===== src/rtl/idecoder_pipe.sv =====
`default_nettype none
// ============================================================================
// Module      : idecoder_pipe
// Description : Registered RV32I/RV32M instruction decode stage. Decodes one
//               instruction word (plus its PC) per valid/ready beat and
//               presents the result one cycle later through a two-entry skid
//               buffer, so in_ready depends only on registered state. Keeps a
//               saturating count of illegal beats delivered downstream.
// Revision    : 1.0 - initial release
// ============================================================================
module idecoder_pipe #(
    parameter int PC_WIDTH        = 32,
    parameter int ENABLE_M        = 1,
    parameter int ILL_CNT_WIDTH   = 16,
    parameter int INST_WIDTH      = 32,
    parameter int INST_TYPE_WIDTH = 4,
    parameter int IMM_WIDTH       = 32,
    parameter int REG_WIDTH       = 5,
    parameter int FUNCT_WIDTH     = 5
) (
    input  logic                       clk,
    input  logic                       rst,
    input  logic                       flush,
    input  logic                       in_valid,
    output logic                       in_ready,
    input  logic [INST_WIDTH-1:0]      in_inst,
    input  logic [PC_WIDTH-1:0]        in_pc,
    output logic                       out_valid,
    input  logic                       out_ready,
    output logic [PC_WIDTH-1:0]        out_pc,
    output logic [INST_TYPE_WIDTH-1:0] out_inst_type,
    output logic [IMM_WIDTH-1:0]       out_imm,
    output logic [REG_WIDTH-1:0]       out_rd,
    output logic [REG_WIDTH-1:0]       out_rs1,
    output logic [REG_WIDTH-1:0]       out_rs2,
    output logic [FUNCT_WIDTH-1:0]     out_funct,
    output logic                       out_illegal,
    output logic [ILL_CNT_WIDTH-1:0]   illegal_count
);

    // Instruction type codes; 0 is reserved for illegal beats.
    localparam logic [INST_TYPE_WIDTH-1:0] INST_TYPE_NONE    = 4'd0;
    localparam logic [INST_TYPE_WIDTH-1:0] INST_TYPE_IMM     = 4'd1;
    localparam logic [INST_TYPE_WIDTH-1:0] INST_TYPE_INT_IMM = 4'd2;
    localparam logic [INST_TYPE_WIDTH-1:0] INST_TYPE_INT_REG = 4'd3;
    localparam logic [INST_TYPE_WIDTH-1:0] INST_TYPE_BRANCH  = 4'd4;
    localparam logic [INST_TYPE_WIDTH-1:0] INST_TYPE_STORE   = 4'd5;
    localparam logic [INST_TYPE_WIDTH-1:0] INST_TYPE_LOAD    = 4'd6;
    localparam logic [INST_TYPE_WIDTH-1:0] INST_TYPE_JAL     = 4'd7;
    localparam logic [INST_TYPE_WIDTH-1:0] INST_TYPE_AUIPC   = 4'd8;
    localparam logic [INST_TYPE_WIDTH-1:0] INST_TYPE_JALR    = 4'd9;
    localparam logic [INST_TYPE_WIDTH-1:0] INST_TYPE_FENCE   = 4'd10;

    // Function codes; 0 means "no function".
    localparam logic [FUNCT_WIDTH-1:0] FUNCT_NONE      = 5'd0;
    localparam logic [FUNCT_WIDTH-1:0] FUNCT_ADD       = 5'd1;
    localparam logic [FUNCT_WIDTH-1:0] FUNCT_SUB       = 5'd2;
    localparam logic [FUNCT_WIDTH-1:0] FUNCT_SLL       = 5'd3;
    localparam logic [FUNCT_WIDTH-1:0] FUNCT_SLT       = 5'd4;
    localparam logic [FUNCT_WIDTH-1:0] FUNCT_SLTU      = 5'd5;
    localparam logic [FUNCT_WIDTH-1:0] FUNCT_XOR       = 5'd6;
    localparam logic [FUNCT_WIDTH-1:0] FUNCT_SRL       = 5'd7;
    localparam logic [FUNCT_WIDTH-1:0] FUNCT_SRA       = 5'd8;
    localparam logic [FUNCT_WIDTH-1:0] FUNCT_OR        = 5'd9;
    localparam logic [FUNCT_WIDTH-1:0] FUNCT_AND       = 5'd10;
    localparam logic [FUNCT_WIDTH-1:0] FUNCT_EQ        = 5'd11;
    localparam logic [FUNCT_WIDTH-1:0] FUNCT_NEQ       = 5'd12;
    localparam logic [FUNCT_WIDTH-1:0] FUNCT_LT        = 5'd13;
    localparam logic [FUNCT_WIDTH-1:0] FUNCT_GTE       = 5'd14;
    localparam logic [FUNCT_WIDTH-1:0] FUNCT_LTU       = 5'd15;
    localparam logic [FUNCT_WIDTH-1:0] FUNCT_GTEU      = 5'd16;
    localparam logic [FUNCT_WIDTH-1:0] FUNCT_MEM_BYTE  = 5'd17;
    localparam logic [FUNCT_WIDTH-1:0] FUNCT_MEM_HWORD = 5'd18;
    localparam logic [FUNCT_WIDTH-1:0] FUNCT_MEM_WORD  = 5'd19;
    localparam logic [FUNCT_WIDTH-1:0] FUNCT_MEM_BYTEU = 5'd20;
    localparam logic [FUNCT_WIDTH-1:0] FUNCT_MEM_HWORDU= 5'd21;
    localparam logic [FUNCT_WIDTH-1:0] FUNCT_MUL       = 5'd22;
    localparam logic [FUNCT_WIDTH-1:0] FUNCT_MULH      = 5'd23;
    localparam logic [FUNCT_WIDTH-1:0] FUNCT_MULHSU    = 5'd24;
    localparam logic [FUNCT_WIDTH-1:0] FUNCT_MULHU     = 5'd25;
    localparam logic [FUNCT_WIDTH-1:0] FUNCT_DIV       = 5'd26;
    localparam logic [FUNCT_WIDTH-1:0] FUNCT_DIVU      = 5'd27;
    localparam logic [FUNCT_WIDTH-1:0] FUNCT_REM       = 5'd28;
    localparam logic [FUNCT_WIDTH-1:0] FUNCT_REMU      = 5'd29;

    // Major opcodes (bits [6:0]).
    localparam logic [6:0] c_OPC_LUI    = 7'b0110111;
    localparam logic [6:0] c_OPC_AUIPC  = 7'b0010111;
    localparam logic [6:0] c_OPC_JAL    = 7'b1101111;
    localparam logic [6:0] c_OPC_JALR   = 7'b1100111;
    localparam logic [6:0] c_OPC_BRANCH = 7'b1100011;
    localparam logic [6:0] c_OPC_LOAD   = 7'b0000011;
    localparam logic [6:0] c_OPC_STORE  = 7'b0100011;
    localparam logic [6:0] c_OPC_IMM    = 7'b0010011;
    localparam logic [6:0] c_OPC_REG    = 7'b0110011;
    localparam logic [6:0] c_OPC_FENCE  = 7'b0001111;

    localparam logic [6:0] c_F7_BASE = 7'b0000000;
    localparam logic [6:0] c_F7_ALT  = 7'b0100000;
    localparam logic [6:0] c_F7_MULDIV = 7'b0000001;

    typedef struct packed {
        logic [PC_WIDTH-1:0]        pc;
        logic [INST_TYPE_WIDTH-1:0] inst_type;
        logic [IMM_WIDTH-1:0]       imm;
        logic [REG_WIDTH-1:0]       rd;
        logic [REG_WIDTH-1:0]       rs1;
        logic [REG_WIDTH-1:0]       rs2;
        logic [FUNCT_WIDTH-1:0]     funct;
        logic                       illegal;
    } beat_t;

    logic       w_m_en;
    logic [6:0] w_opcode;
    logic [2:0] w_f3;
    logic [6:0] w_f7;
    logic [4:0] w_rd;
    logic [4:0] w_rs1;
    logic [4:0] w_rs2;
    logic [31:0] w_imm_i;
    logic [31:0] w_imm_s;
    logic [31:0] w_imm_b;
    logic [31:0] w_imm_u;
    logic [31:0] w_imm_j;
    logic [31:0] w_imm_sh;
    logic        w_ill;
    beat_t       w_dec;
    logic        w_accept;

    beat_t r_main;
    logic  r_main_valid;
    beat_t r_skid;
    logic  r_skid_valid;
    logic [ILL_CNT_WIDTH-1:0] r_ill_cnt;

    if (ENABLE_M != 0) begin : g_m_on
        assign w_m_en = 1'b1;
    end else begin : g_m_off
        assign w_m_en = 1'b0;
    end

    assign w_opcode = in_inst[6:0];
    assign w_f3     = in_inst[14:12];
    assign w_f7     = in_inst[31:25];
    assign w_rd     = in_inst[11:7];
    assign w_rs1    = in_inst[19:15];
    assign w_rs2    = in_inst[24:20];

    assign w_imm_i  = {{20{in_inst[31]}}, in_inst[31:20]};
    assign w_imm_s  = {{20{in_inst[31]}}, in_inst[31:25], in_inst[11:7]};
    assign w_imm_b  = {{19{in_inst[31]}}, in_inst[31], in_inst[7], in_inst[30:25], in_inst[11:8], 1'b0};
    assign w_imm_u  = {in_inst[31:12], 12'b0};
    assign w_imm_j  = {{11{in_inst[31]}}, in_inst[31], in_inst[19:12], in_inst[20], in_inst[30:21], 1'b0};
    assign w_imm_sh = {27'b0, in_inst[24:20]};

    // Combinational decode of the incoming word; unused fields stay 0 and an
    // illegal encoding clears every decoded field except the PC.
    always_comb begin
        w_dec    = '0;
        w_ill    = 1'b0;
        w_dec.pc = in_pc;
        if (in_inst[1:0] != 2'b11) begin
            w_ill = 1'b1;
        end else begin
            case (w_opcode)
                c_OPC_LUI: begin
                    w_dec.inst_type = INST_TYPE_IMM;
                    w_dec.imm       = w_imm_u;
                    w_dec.rd        = w_rd;
                end
                c_OPC_AUIPC: begin
                    w_dec.inst_type = INST_TYPE_AUIPC;
                    w_dec.imm       = w_imm_u;
                    w_dec.rd        = w_rd;
                end
                c_OPC_JAL: begin
                    w_dec.inst_type = INST_TYPE_JAL;
                    w_dec.imm       = w_imm_j;
                    w_dec.rd        = w_rd;
                end
                c_OPC_JALR: begin
                    w_dec.inst_type = INST_TYPE_JALR;
                    w_dec.imm       = w_imm_i;
                    w_dec.rd        = w_rd;
                    w_dec.rs1       = w_rs1;
                    w_ill           = (w_f3 != 3'd0);
                end
                c_OPC_BRANCH: begin
                    w_dec.inst_type = INST_TYPE_BRANCH;
                    w_dec.imm       = w_imm_b;
                    w_dec.rs1       = w_rs1;
                    w_dec.rs2       = w_rs2;
                    case (w_f3)
                        3'd0:    w_dec.funct = FUNCT_EQ;
                        3'd1:    w_dec.funct = FUNCT_NEQ;
                        3'd4:    w_dec.funct = FUNCT_LT;
                        3'd5:    w_dec.funct = FUNCT_GTE;
                        3'd6:    w_dec.funct = FUNCT_LTU;
                        3'd7:    w_dec.funct = FUNCT_GTEU;
                        default: w_ill       = 1'b1;
                    endcase
                end
                c_OPC_LOAD: begin
                    w_dec.inst_type = INST_TYPE_LOAD;
                    w_dec.imm       = w_imm_i;
                    w_dec.rd        = w_rd;
                    w_dec.rs1       = w_rs1;
                    case (w_f3)
                        3'd0:    w_dec.funct = FUNCT_MEM_BYTE;
                        3'd1:    w_dec.funct = FUNCT_MEM_HWORD;
                        3'd2:    w_dec.funct = FUNCT_MEM_WORD;
                        3'd4:    w_dec.funct = FUNCT_MEM_BYTEU;
                        3'd5:    w_dec.funct = FUNCT_MEM_HWORDU;
                        default: w_ill       = 1'b1;
                    endcase
                end
                c_OPC_STORE: begin
                    w_dec.inst_type = INST_TYPE_STORE;
                    w_dec.imm       = w_imm_s;
                    w_dec.rs1       = w_rs1;
                    w_dec.rs2       = w_rs2;
                    case (w_f3)
                        3'd0:    w_dec.funct = FUNCT_MEM_BYTE;
                        3'd1:    w_dec.funct = FUNCT_MEM_HWORD;
                        3'd2:    w_dec.funct = FUNCT_MEM_WORD;
                        default: w_ill       = 1'b1;
                    endcase
                end
                c_OPC_IMM: begin
                    w_dec.inst_type = INST_TYPE_INT_IMM;
                    w_dec.imm       = w_imm_i;
                    w_dec.rd        = w_rd;
                    w_dec.rs1       = w_rs1;
                    case (w_f3)
                        3'd0: w_dec.funct = FUNCT_ADD;
                        3'd1: begin
                            w_dec.funct = FUNCT_SLL;
                            w_dec.imm   = w_imm_sh;
                            w_ill       = (w_f7 != c_F7_BASE);
                        end
                        3'd2: w_dec.funct = FUNCT_SLT;
                        3'd3: w_dec.funct = FUNCT_SLTU;
                        3'd4: w_dec.funct = FUNCT_XOR;
                        3'd5: begin
                            w_dec.imm   = w_imm_sh;
                            w_dec.funct = (w_f7 == c_F7_ALT) ? FUNCT_SRA : FUNCT_SRL;
                            w_ill       = (w_f7 != c_F7_BASE) && (w_f7 != c_F7_ALT);
                        end
                        3'd6: w_dec.funct = FUNCT_OR;
                        default: w_dec.funct = FUNCT_AND;
                    endcase
                end
                c_OPC_REG: begin
                    w_dec.inst_type = INST_TYPE_INT_REG;
                    w_dec.rd        = w_rd;
                    w_dec.rs1       = w_rs1;
                    w_dec.rs2       = w_rs2;
                    if (w_f7 == c_F7_BASE) begin
                        case (w_f3)
                            3'd0:    w_dec.funct = FUNCT_ADD;
                            3'd1:    w_dec.funct = FUNCT_SLL;
                            3'd2:    w_dec.funct = FUNCT_SLT;
                            3'd3:    w_dec.funct = FUNCT_SLTU;
                            3'd4:    w_dec.funct = FUNCT_XOR;
                            3'd5:    w_dec.funct = FUNCT_SRL;
                            3'd6:    w_dec.funct = FUNCT_OR;
                            default: w_dec.funct = FUNCT_AND;
                        endcase
                    end else if (w_f7 == c_F7_ALT) begin
                        case (w_f3)
                            3'd0:    w_dec.funct = FUNCT_SUB;
                            3'd5:    w_dec.funct = FUNCT_SRA;
                            default: w_ill       = 1'b1;
                        endcase
                    end else if ((w_f7 == c_F7_MULDIV) && w_m_en) begin
                        case (w_f3)
                            3'd0:    w_dec.funct = FUNCT_MUL;
                            3'd1:    w_dec.funct = FUNCT_MULH;
                            3'd2:    w_dec.funct = FUNCT_MULHSU;
                            3'd3:    w_dec.funct = FUNCT_MULHU;
                            3'd4:    w_dec.funct = FUNCT_DIV;
                            3'd5:    w_dec.funct = FUNCT_DIVU;
                            3'd6:    w_dec.funct = FUNCT_REM;
                            default: w_dec.funct = FUNCT_REMU;
                        endcase
                    end else begin
                        w_ill = 1'b1;
                    end
                end
                c_OPC_FENCE: begin
                    // Only plain FENCE is supported; it carries no operands here.
                    w_dec.inst_type = INST_TYPE_FENCE;
                    w_ill           = (w_f3 != 3'd0);
                end
                default: w_ill = 1'b1;
            endcase
        end
        if (w_ill) begin
            w_dec.inst_type = INST_TYPE_NONE;
            w_dec.imm       = '0;
            w_dec.rd        = '0;
            w_dec.rs1       = '0;
            w_dec.rs2       = '0;
            w_dec.funct     = FUNCT_NONE;
        end
        w_dec.illegal = w_ill;
    end

    // The skid entry is the only thing that can block upstream.
    assign in_ready = !r_skid_valid;
    assign w_accept = in_valid && in_ready;

    // Two-entry skid buffer: main register feeds the outputs, skid catches the
    // one beat accepted while main is stalled. Main can never be empty while
    // skid is full, so skid always drains first and order is preserved.
    always_ff @(posedge clk or negedge rst) begin
        if (!rst) begin
            r_main       <= '0;
            r_main_valid <= 1'b0;
            r_skid       <= '0;
            r_skid_valid <= 1'b0;
        end else if (flush) begin
            r_main_valid <= 1'b0;
            r_skid_valid <= 1'b0;
        end else if (!r_main_valid || out_ready) begin
            if (r_skid_valid) begin
                r_main       <= r_skid;
                r_main_valid <= 1'b1;
                r_skid_valid <= 1'b0;
            end else if (w_accept) begin
                r_main       <= w_dec;
                r_main_valid <= 1'b1;
            end else begin
                r_main_valid <= 1'b0;
            end
        end else if (w_accept) begin
            r_skid       <= w_dec;
            r_skid_valid <= 1'b1;
        end
    end

    // Saturating count of illegal beats handed downstream; a delivery in a
    // flush cycle still counts because it completed at the output.
    always_ff @(posedge clk or negedge rst) begin
        if (!rst) begin
            r_ill_cnt <= '0;
        end else if (r_main_valid && out_ready && r_main.illegal && (r_ill_cnt != '1)) begin
            r_ill_cnt <= r_ill_cnt + 1'b1;
        end
    end

    assign out_valid     = r_main_valid;
    assign out_pc        = r_main.pc;
    assign out_inst_type = r_main.inst_type;
    assign out_imm       = r_main.imm;
    assign out_rd        = r_main.rd;
    assign out_rs1       = r_main.rs1;
    assign out_rs2       = r_main.rs2;
    assign out_funct     = r_main.funct;
    assign out_illegal   = r_main.illegal;
    assign illegal_count = r_ill_cnt;

endmodule
`default_nettype wire


===== config.mk =====
export PLATFORM = sky130hd
export DESIGN_NAME = idecoder_pipe
export DESIGN_NICKNAME = d
export VERILOG_FILES = /design/src/rtl/idecoder_pipe.sv
export SDC_FILE = /design/constraint.sdc
export NUM_CORES = 1
export LEC_CHECK = 0
export CELL_PAD_IN_SITES_DETAIL_PLACEMENT = 1
export CELL_PAD_IN_SITES_GLOBAL_PLACEMENT = 2
export CORE_MARGIN = 1.5
export CORE_UTILIZATION = 32
export DETAILED_ROUTE_END_ITERATION = 7
export GPL_TIMING_DRIVEN = 0
export PLACE_DENSITY_LB_ADDON = 0.1
export SLEW_MARGIN = 0
export SYNTH_ARGS = -nofsm -noshare
export SYNTH_HDL_FRONTEND = slang
export SYNTH_SLANG_ARGS = --single-unit

===== constraint.sdc =====
create_clock -name clk -period 2.1 [get_ports clk]
set_clock_uncertainty 0.1 [all_clocks]
set_input_delay 0.42 -clock clk [delete_from_list [all_inputs] [get_ports clk]]
set_output_delay 0.42 -clock clk [all_outputs]
set_load 0.05 [all_outputs]

**Yosys cells after proc, flatten, opt, wreduce, memory -nomap -nowiden**

Cells that the tools add are included.
Widths: inputs -> output; s select.

- Bits in registers: 196
- Bits of input ports: 69
- Output and inout bits: 107
- Word-level logic and storage cells: 112

- $add $sub $neg: 1
- Eq/ne operators: 22
- Mux-type cells: 39
- Bitwise gates (word level): 2
- Reduce and logical (&&, ||, !) cells: 29

Operators by type and width:

| kind | count |
|---|---|
| $pmux 32 s6 | 1 |
| $mux 89 | 2 |
| $mux 56 | 2 |
| $pmux 4 s7 | 3 |
| $pmux 5 s5 | 2 |
| $pmux 4 s10 | 1 |
| $mux 32 | 1 |
| $mux 5 | 6 |
| $pmux 5 s6 | 1 |
| $eq 7x6->1 const B | 4 |
| $eq 7x7->1 const B | 3 |
| $add 16x1->16 const B | 1 |
| $ne 16x16->1 const B | 1 |
| $mux 1 | 15 |
| $pmux 5 s3 | 1 |
| $eq 7x5->1 const B | 2 |
| $eq 3x3->1 const B | 4 |
| $reduce_or 6->1 | 2 |
| $reduce_or 2->1 | 5 |
| $reduce_or 3->1 | 3 |
| $pmux 4 s2 | 1 |
| $eq 7x1->1 const B | 1 |
| $eq 7x2->1 const B | 1 |
| $eq 7x4->1 const B | 1 |
| other kinds (19) | 29 |

**Depth between registers and ports, before layout**

- Depth in word-level cells: 10
- Depth in mapped cells: 9
- Depth with buffers taken out: 7

**Least setup slack after synthesis**

Ideal clock, no wire load.

- Path kind: input to register
- From: input port in_inst[12]
- To: register r_main, in the netlist out_imm[16]
- Library setup time: 95 ps
- Arrival time: 2023 ps
- Required time: 1905 ps
- Setup slack: -118 ps
- Cell stages on the path: 8
- Buffers on the path: 2
- Cells stage by stage: buf_2 > or2_1 > nand4b_1 > a32oi_1 > nor3_4 > nand3_4 > buf_6 > o31ai_1

- Cells in the longest elaborated chain, start to end: 10
- Elaborated cells on any way between the ends: 28
- Classes of those cells: eq/ne: 6; mux: 15; reduce/logical: 7

Ends and longest elaborated chain:

| element | line | source |
|---|---|---|
| from (decl) | 26 | `input logic [INST_WIDTH-1:0] in_inst,` |
| $eq 3x3->1 / $logic_not 3->1 (equally long branches) | n/a |  |
| $reduce_or 2->1 (no line) | n/a |  |
| $mux 1 | 270 | `case (w_f3)` |
| $mux 1 | 269 | `end else if (w_f7 == c_F7_ALT) begin` |
| $mux 1 | 258 | `if (w_f7 == c_F7_BASE) begin` |
| $pmux 1 s7 | 165 | `case (w_opcode)` |
| $mux 1 | 162 | `if (in_inst[1:0] != 2'b11) begin` |
| $mux 56 * | 298 | `if (w_ill) begin` |
| $mux 89 * | 330 | `end else if (w_accept) begin` |
| $mux 89 * | 326 | `if (r_skid_valid) begin` |
| to (signal assigned) | 327 | `r_main <= r_skid;` |
| to (signal assigned) | 331 | `r_main <= w_dec;` |
| to (decl) | 130 | `beat_t r_main;` |

Every way passes the cells marked *; elsewhere a longest branch is shown, timed or not. The select of a mux whose other input is x is not followed.
A chain may end at the register's enable or synchronous reset.

**Final worst setup path**

- From: input port in_inst[2]
- To: register r_main, in the netlist out_imm[23]

- Cells in the longest elaborated chain, start to end: 7
- Elaborated cells on any way between the ends: 21
- Classes of those cells: eq/ne: 10; mux: 7; reduce/logical: 4

Ends and longest elaborated chain:

| element | line |
|---|---|
| $eq 7x7->1 (tied with other cells) | 165 |
| $reduce_or 3->1 (no line) / $reduce_or 2->1 (equally long branches) | n/a |
| $pmux 1 s7 / $pmux 32 s6 (equally long branches) | 165 |
| $mux 1 / $mux 56 (equally long branches) | 162 |
| $mux 56 * | 298 |
| $mux 89 * | 330 |
| $mux 89 * | 326 |

Marked as above.

==> reports/qor.yml <==
drt.antenna.violating_nets: 0
drv_cap: 0
drive_above_1_share_pct: 14.9
dp_hpwl_um: 24700
cts_tree: "yes"
drt-total-wl_um: 34200
crit_fanout: 8
crit_path_top_delay_cell: "clkbuf_8"
antenna_cells: 0
p_leak_nw: 5.96
drtIter0Drc: 422
fin_crit_ps: 2090
routedWlPerCell_um: 20.9
yosys-top-cells-area: "dfrtp_1 52%, nand2_1 8.6%, o21ai_0 5.6%, a21oi_1 4.9%, mux2i_1 3.4%"
worstPathRequired_ps: 2370
status: "finished clean"
clk_path_buf_depth: 2
syn_to_final_growth_pct: 35.4
cpPeakStageDelay_ps: 270
cts-root-buf: "clkbuf_16"
gp_congestion: 0.890
synth-warning-count: 0
r2r_slack_ps: 100
crit_arrival_ps: 2360
clock_latency_ps: 450
cpLargestDelayFamily: "simple AND/OR/NAND/NOR gates"
fp.dieW_um: 174
drcViolationCount: 0
grt_pass1_vias: 8867
syn_inst: 1021
worst_slack_ps: 10.3
grt_usage_pct: 22.9
drtPass1Iterations: 5
criticalPathCategory: "input pin to flip-flop"
pre_cts_ws_ps: -1300
synth_cell_types: 62
synth_area_um2: 9390
setup_violations: 0
hp-class: "input pin to flip-flop"
synth-simple-area-share_pct: 20.5
rows: 62
yosys.area_share.xor_xnor_pct: 1.87
grt_setup_unrepaired: "true"
synth_top_family_by_area: "simple AND/OR/NAND/NOR gates"
crit_path_start_kind: "input pin"
fp.dieArea_um2: 30400
crit_path_cell_trace: "clkdlybuf4s15_1, and4bb_4, and2_4, a31o_4, nor3_4, buf_12, nand4_1, clkbuf_8, o21ai_1"
maxSlewHeadroom_pct: 56.5
grt_max_degree: 74
fin_nets: 1310
synth_top_area_share_pct: 52.3
finalPower_w: 0.00944
clkSinkCount: 196
synth_ff_type: "dfrtp_1"
ys_seq_elements: 196
powerDensity_nw_per_um2: 743
die_h_um: 174
io_pins: 176
start_util_pct: 32.6
postSynthAreaPerCell_um2: 9.19
clk_pin_slew_ps: 70
hold_viol: 0
ys_async_sr_fraction_pct: 100
synth_edf_count: 0
core_um2: 28800
timing_worst_slew_pin_value_ps: 652
fmax_mhz: 479
finalCritPeriodShare_pct: 99.5
numCtsBuffers: 17
yosysTopAreaCell: "dfrtp_1"
synth.net_count: 1091
synthMuxAreaShare_pct: 3.53
vias: 8572
synth-compound-area-share_pct: 17.9
port_buffers: 173
routed_via_density: 5.24
grt-ovfl-total: 0
synth_fa_ha_area_share_pct: 0.133
htreeDepth: 4
slew_viol_final: 0
ir_worst_vdd_v: 0.000514
worstPathBufferInverterCount: 3
ys_seq_area_share_pct: 52.3
grt_pass1_wl_um: 52800
end_kind: "flip-flop"
antenna_found_initial: 0
## cells in the final DEF, fill, tap and decap left out, drive strengths merged, types with 6 or more instances in the layout
| cell type | netlist | routed |
|---|---|---|
| nand3 | 39 | 39 |
| nand2 | 216 | 217 |
| nor2 | 39 | 39 |
| and3 | 51 | 51 |
| inv | 7 | 13 |
| xnor2 | 12 | 12 |
| nor3 | 7 | 7 |
| a221oi | 6 | 6 |
| nand4 | 10 | 10 |
| clkbuf | 56 | 69 |
| buf | 18 | 57 |
| o31ai | 37 | 37 |
| nor2b | 6 | 6 |
| a22oi | 6 | 6 |
| o21ai | 106 | 106 |
| dlygate4sd2 | 0 | 111 |
| a22o | 8 | 8 |
| nand2b | 7 | 7 |
| clkdlybuf4s50 | 0 | 50 |
| dfrtp | 196 | 196 |
| and2 | 7 | 7 |
| xor2 | 8 | 8 |
| a21oi | 92 | 92 |
| mux2i | 32 | 32 |
## path summary, 6_finish.rpt
check / start / cells after the start / endpoint
worst min register to register: out_pc[7]$_DFFE_PN0P_ / 2 / out_pc[7]$_DFFE_PN0P_
worst max register to register: illegal_count[8]$_DFFE_PN0P_ / 6 / illegal_count[11]$_DFFE_PN0P_
max in group asynchronous: rst / 4 / illegal_count[0]$_DFFE_PN0P_
min in group asynchronous: rst / 2 / out_pc[8]$_DFFE_PN0P_
worst max-delay path: in_inst[2] / 9 / out_imm[23]$_DFFE_PN0P_
worst min-delay path: in_inst[28] / 2 / r_skid[29]$_DFFE_PN0P_
## worst reg2reg max path, delay by kind of cell (launching register included)
| kind | cells | cell delay [ps] |
|---|---|---|
| AO/OA/AOI/OAI | 1 | 520 |
| XOR/XNOR | 1 | 130 |
| flip-flops | 1 | 430 |
| AND/OR/NAND/NOR | 4 | 710 |
## what timing repair did
item,in CTS,in global routing
gates cloned,1,1
hold buffers,1,0
pin swaps,12,8
gates resized for setup,220,77
setup endpoints to repair,285,153
buffers inserted,14,9
endpoints found under the hold margin,61,0
## where the power goes
group / switching (W) / internal, W
clock: 0.00162 / 0.00160
sequential: 0.000210 / 0.00409
combinational: 0.00134 / 0.000574
## state kept, by name, indices dropped and copies added, names as in the netlist
name and cells:
illegal_count 16, out_rd 5, out_valid 1, out_rs2 5, r_skid 89, out_illegal 1, out_inst_type 4, out_pc 32
out_rs1 5, out_funct 5, out_imm 32, r_skid_valid 1
## metal layers
metal  GRT usage [%]  part of all wire (%)
met1            30.6                    46
met2            37.4                    47
met3            3.98                   3.9
met4            7.58                   2.5
met5               0                     0
## synthesized netlist by cell type (6+ instances only)
cell	number
nand2_1	215
dfrtp_1	196
o21ai_0	105
a21oi_1	92
clkbuf_1	54
and3_1	51
nor2_1	39
nand3_1	37
o31ai_1	37
mux2i_1	32
xnor2_1	12
nand4_1	10
a22o_1	8
xor2_1	8
buf_2	7
inv_1	7
nand2b_1	7
a221oi_1	6
a22oi_1	6
and2_1	6
nor2b_1	6
nor3_1	6
## logic make-up after synthesis
logic type,Yosys count
mux,33
buf+inv,81
compound gates,285
flops,196
fa+ha+maj,1
simple gates,405
xor+xnor,20
## per-stage QoR
step	setup TNS (ps)	utilization, %	hold WS [ps]	cells	cell area [µm²]
finish	0	44.2	191	1637	12700
global route	-108	44.2	195	1637	12700
CTS	-133	43.6	267	1627	12600
detailed placement	-160810	40.7	299	1580	11700
global placement	-1817410	40.5	352	1578	11700
floorplan	-415	-	24.4	1021	9440
## layout make-up
cell class	count	area (µm²)
Multi-Input combinational cell	745	4400
Clock inverter	13	120
Fill cell	3335	16100
Buffer	73	474
Inverter	7	30.0
Tap cell	384	480
Sequential cell	196	4910
Timing Repair Buffer	200	1850
Clock buffer	19	443
(Power assumes the default switching activity.)
